<file path="config.mk">
export PLATFORM = sky130hd
export DESIGN_NAME = controle_esteira
export DESIGN_NICKNAME = d
export VERILOG_FILES = /design/src/rtl/esteira_pkg.sv /design/src/rtl/contador_percurso.sv /design/src/rtl/controle_esteira.sv
export SDC_FILE = /design/constraint.sdc
export NUM_CORES = 1
export LEC_CHECK = 0
export BUFFER_PORTS_ARGS = -buffer_cell sky130_fd_sc_hd__buf_2
export CORE_ASPECT_RATIO = 1.25
export CORE_MARGIN = 4
export CORE_UTILIZATION = 55
export CTS_CLUSTER_DIAMETER = 50
export DETAILED_ROUTE_END_ITERATION = 16
export HOLD_SLACK_MARGIN = 0.06
export PLACE_DENSITY_LB_ADDON = 0.25
export SYNTH_ARGS = -nofsm -noshare
export SYNTH_HDL_FRONTEND = slang
export SYNTH_SLANG_ARGS = --single-unit
export TNS_END_PERCENT = 100
</file>
<file path="constraint.sdc">
create_clock -name clk -period 1.9 [get_ports clk]
set_input_delay 0.285 -clock clk [delete_from_list [all_inputs] [get_ports clk]]
set_output_delay 0.285 -clock clk [all_outputs]
set_load 0.02 [all_outputs]
</file>
<file path="src/rtl/esteira_pkg.sv">
// Shared encodings for the conveyor positioning controller.
package esteira_pkg;

    typedef enum logic [1:0] {
        POS_INICIO     = 2'b00,
        POS_ENCHIMENTO = 2'b01,
        POS_CQ         = 2'b10,
        POS_LACRE      = 2'b11
    } posicao_t;

    typedef enum logic [1:0] {
        INICIO  = 2'd0,
        PARADO  = 2'd1,
        MOVENDO = 2'd2
    } estado_t;

endpackage

</file>
<file path="src/rtl/contador_percurso.sv">
// Travel-time up-counter: synchronous clear, count enable, terminal-count flag.
module contador_percurso #(
    parameter int unsigned CICLOS_PERCURSO = 50000000,
    parameter int unsigned LARGURA_CONT    = 26
) (
    input  logic clk,
    input  logic Reset,
    input  logic limpa,
    input  logic habilita,
    output logic terminal
);

    logic [LARGURA_CONT-1:0] cont_q;

    always_ff @(posedge clk or posedge Reset) begin
        if (Reset) begin
            cont_q <= '0;
        end else if (limpa) begin
            cont_q <= '0;
        end else if (habilita) begin
            cont_q <= cont_q + LARGURA_CONT'(1);
        end
    end

    assign terminal = (cont_q == LARGURA_CONT'(CICLOS_PERCURSO - 1));

endmodule

</file>
<file path="src/rtl/controle_esteira.sv">
// Conveyor positioning controller: runs the belt one station per move request
// and reports the station where it has stopped.
module controle_esteira
    import esteira_pkg::*;
#(
    parameter int unsigned CICLOS_PERCURSO = 50000000,
    parameter int unsigned LARGURA_CONT    = 26
) (
    input  logic       clk,
    input  logic       Reset,
    input  logic       Comando_Mover_Esteira,
    input  logic       Descarte,
    input  logic       Pausa,
    output logic       Motor_Ligado,
    output logic       Motor_Parado_Pos_Enchimento,
    output logic       Motor_Parado_Pos_CQ,
    output logic       Motor_Parado_Pos_Lacre,
    output logic       Pulso_Chegada,
    output logic [1:0] Posicao
);

    estado_t  estado_q;
    posicao_t posicao_q;
    posicao_t alvo_q;
    posicao_t alvo_d;
    logic     pulso_q;
    logic     inicia;
    logic     terminal;

    assign inicia = (estado_q != MOVENDO) && Comando_Mover_Esteira && !Pausa;

    always_comb begin
        alvo_d = POS_ENCHIMENTO;
        case (posicao_q)
            POS_ENCHIMENTO: alvo_d = POS_CQ;
            POS_CQ:         alvo_d = Descarte ? POS_ENCHIMENTO : POS_LACRE;
            default:        alvo_d = POS_ENCHIMENTO;
        endcase
    end

    contador_percurso #(
        .CICLOS_PERCURSO (CICLOS_PERCURSO),
        .LARGURA_CONT    (LARGURA_CONT)
    ) u_contador (
        .clk      (clk),
        .Reset    (Reset),
        .limpa    (inicia),
        .habilita ((estado_q == MOVENDO) && !Pausa),
        .terminal (terminal)
    );

    always_ff @(posedge clk or posedge Reset) begin
        if (Reset) begin
            estado_q  <= INICIO;
            posicao_q <= POS_INICIO;
            alvo_q    <= POS_ENCHIMENTO;
            pulso_q   <= 1'b0;
        end else begin
            pulso_q <= 1'b0;
            case (estado_q)
                INICIO, PARADO: begin
                    if (inicia) begin
                        estado_q <= MOVENDO;
                        alvo_q   <= alvo_d;
                    end
                end
                MOVENDO: begin
                    // Command is ignored here; only the counter ends travel.
                    if (!Pausa && terminal) begin
                        estado_q  <= PARADO;
                        posicao_q <= alvo_q;
                        pulso_q   <= 1'b1;
                    end
                end
                default: estado_q <= INICIO;
            endcase
        end
    end

    // Pause cuts the motor immediately, without waiting for a clock edge.
    assign Motor_Ligado  = (estado_q == MOVENDO) && !Pausa;
    assign Pulso_Chegada = pulso_q;
    assign Posicao       = posicao_q;

    assign Motor_Parado_Pos_Enchimento = (estado_q == PARADO) && (posicao_q == POS_ENCHIMENTO);
    assign Motor_Parado_Pos_CQ         = (estado_q == PARADO) && (posicao_q == POS_CQ);
    assign Motor_Parado_Pos_Lacre      = (estado_q == PARADO) && (posicao_q == POS_LACRE);

endmodule

</file>
==> impl_metrics.yaml <==
yosys:
  synth_fp_nets: 189
  ys.flop_type: "dfrtp_1"
  synthCells: 180
  syn_area_sq_um: 1770
  ys_ff_latch: 33
  synth_top_cell_area_share_pct: 45.4
  yosysWarningCount: 0
  postSynth.asyncResetShare_pct: 100
  yosysUniqueCellTypes: 37
  seq_area_frac_synth_pct: 46.8
  yosys-top-cells-area: "dfrtp_1 45%, nand2_1 4.0%, xor2_1 3.5%"
  synth_top_area_cell: "dfrtp_1"
  synth-edff-count: 0
  synth_area_per_cell_sq_um: 9.81
sta:
  maxSlewViolCount: 0
  max_freq_mhz: 561
  hold_viol: 0
  post-route-period-util_pct: 93.9
  finalClockSkew_ps: 11.8
  slew_headroom_pct: 26.4
  worst_slack_ps: 116
  finalSetupViolCount: 0
  tns_ps: 0
  finalCriticalPeriod_ps: 1780
  tightest_slew_ps: 1100
pwr:
  pwr-share-clk_pct: 32.8
  irDropWorstVdd_mv: 0.693
  p_comb_share_pct: 9.7
  power_leakage_nw: 0.859
  pwr-share-seq_pct: 57.5
  power_density_nw_per_um2: 715
  power_switching_mw: 0.377
  intPower_mw: 1.03
  sw_frac_of_total_pct: 26.9
  power.total_mw: 1.40
route:
  drt_iter0_markers: 77
  ant_nets: 0
  vias_per_cell: 5.99
  routed_wl_um: 3760
  first_pass_iters: 4
  vias: 1414
  drc: 0
  wl_per_cell_um: 15.9
worst_setup_path:
  critPathLaunchType: "flop"
  path_max_fanout: 9
  ff2ff_path_depth: 5
  worst-path-buf-inv: 2
  r2r_setup_slack_ps: 120
  path_delay_family: "flip-flops"
  cp.depth: 3
  crit_chain: "nor3b_2 > buf_4 > buf_2"
  rr_startpoint: "u_contador.cont_q[4]"
  crit_start: "estado_q[0]"
  critPathSlowestCell: "dfrtp_1"
  cp.arrival_ps: 1500
  endpoint_kind: "output pin"
  timing.rr.end: "u_contador.cont_q[15]"
  crit_type: "flop to output pin"
  crit_path_max_incr_delay_ps: 430
  crit_required_ps: 1620
clock_network:
  cts_sinks: 33
  post_cts_buffers: 0
  cts_made_buffers: 5
  cts_tree: "yes"
  h-tree-depth: 2
  root_buffer: "clkbuf_4"
  clk_latency_ps: 360
  cts_buffer_depth: 2
  clk_pin_slew_ps: 100
global_route:
  grt_pass1_wl_um: 6700
  grt_max_degree: 34
  gr-usage-all-layers_pct: 21.2
  antenna_found_initial: 0
  grt-ovfl-total: 0
  first_global_vias: 1421
flow_run:
  cap_violations: 0
place:
  place_ws_ps: 76.2
  placed_cell_area_sq_um: 1880
  io_buffers: 11
  place_hpwl_um: 2730
  gp_congestion: 0.774
outcome:
  outcome: "finished, final reports clean"
floorplan:
  core-area_sq_um: 3000
  die_x_um: 58.7
  start_util_pct: 58.8
  num_rows: 22
  io_pins: 12
  die_area_sq_um: 4190
  die_h_um: 71.3
min_path:
  hold_path.class: "primary input to flop"
  hp-start: "Descarte"
  hold_depth: 4
  hold_path_end: "alvo_q[1]"
cells_and_area:
  utilization_pct: 65.4
  final_cell_area_sq_um: 1960
  drive_above_1_share_pct: 18.5
  area_growth_pct: 11.2
  antenna_cells: 0
  fillCellCount: 253
  nets: 208
final cells by class:
class | count | area [sq um] | area share, %
Inverter | 7 | 26.3 | 1.34
Clock buffer | 7 | 65.1 | 3.31
Clock inverter | 1 | 5.00 | 0.255
Timing Repair Buffer | 17 | 103 | 5.23
Multi-Input combinational cell | 135 | 892 | 45.4
Tap cell | 36 | 45.0 | 2.29
Sequential cell | 33 | 827 | 42.1
cells in the mapped netlist (all sizes together), types with 3 or more instances:
master,number
mux2i,6
nand2,19
nand3,10
ha,4
or4,5
o31ai,5
inv,7
nor2,9
or3,6
a21oi,11
dfrtp,32
o21ai,10
and2,5
nor4,3
buf,3
mux2,3
nand2b,3
and4,3
nor3,5
and3,5
xor2,7
nand4,6
placed cells by master (no fill, tap or decap), drive strengths merged:
master,n
nand2,19
mux2,3
mux2i,6
nand2b,3
and3,5
nor3b,1
o2111ai,2
dfstp,1
a21o,1
or4,5
nand3,10
xor2,7
o41ai,1
nor3,5
nor4,3
clkinv,1
nand4,6
and2,5
o21ai,10
clkbuf,7
or3,6
buf,16
nor2b,2
dlygate4sd3,1
ha,4
nor2,9
inv,7
o31ai,5
and4,3
a22o,1
or2,1
a21oi,11
nor4b,1
dfrtp,32
stage by stage:
stage	hold WS, ps	cells
global route	291	236
CTS	253	236
detailed placement	395	227
finish	251	236
floorplan	413	180
global placement	389	227
logic make-up after synthesis:
| logic type | count (synthesis) | synth area share [%] |
|---|---|---|
| buffers and inverters | 12 | 3.05 |
| adder cells (fa/ha/maj) | 4 | 2.83 |
| flip-flops | 33 | 46.8 |
| XOR/XNOR | 7 | 3.47 |
| AND/OR/NAND/NOR | 84 | 28.0 |
| AO/OA/AOI/OAI | 31 | 10.5 |
| multiplexers | 9 | 5.32 |
per-layer routing:
| layer | vias to the layer above | routed length [um] | global-route usage, % |
|---|---|---|---|
| li1 | 690 | - | - |
| met1 | 687 | 1580 | 26.2 |
| met2 | 29 | 1980 | 34.7 |
| met3 | 8 | 120 | 3.78 |
| met4 | 0 | 83 | 11.3 |
| met5 | - | 0 | 0 |
timing repair:
action                                  in CTS  in global routing
gates resized for setup                      0                  2
hold buffers                                 1                  0
endpoints found under the setup margin       0                  6
endpoints found under the hold margin       32                  0
worst max-delay path by stage:
stage                                 end
detailed placement             Posicao[1]
global route        u_contador.cont_q[17]
global placement               Posicao[0]
finish                       Motor_Ligado
CTS                            Posicao[1]
floorplan                      Posicao[0]
power by group through the flow:
stage	clock network [mW]	registers (mW)	logic, mW
2_1_floorplan	0	0.806	0.103
3_3_place_gp	0	0.814	0.123
3_5_place_dp	0	0.817	0.135
4_1_cts	0.471	0.805	0.137
5_1_grt	0.501	0.814	0.159
6_report	0.461	0.807	0.136
state kept, by name, summed over array words and instances (netlist names):
signal / cells
Posicao: 2
Pulso_Chegada: 1
estado_q: 2
u_contador.cont_q: 26
alvo_q: 2
tightest hold or removal path, cell delays in order:
cell	delay [ps]
buf_2	70
inv_1	30
a21oi_1	110
o31ai_1	70
(Power assumes the default switching activity.)
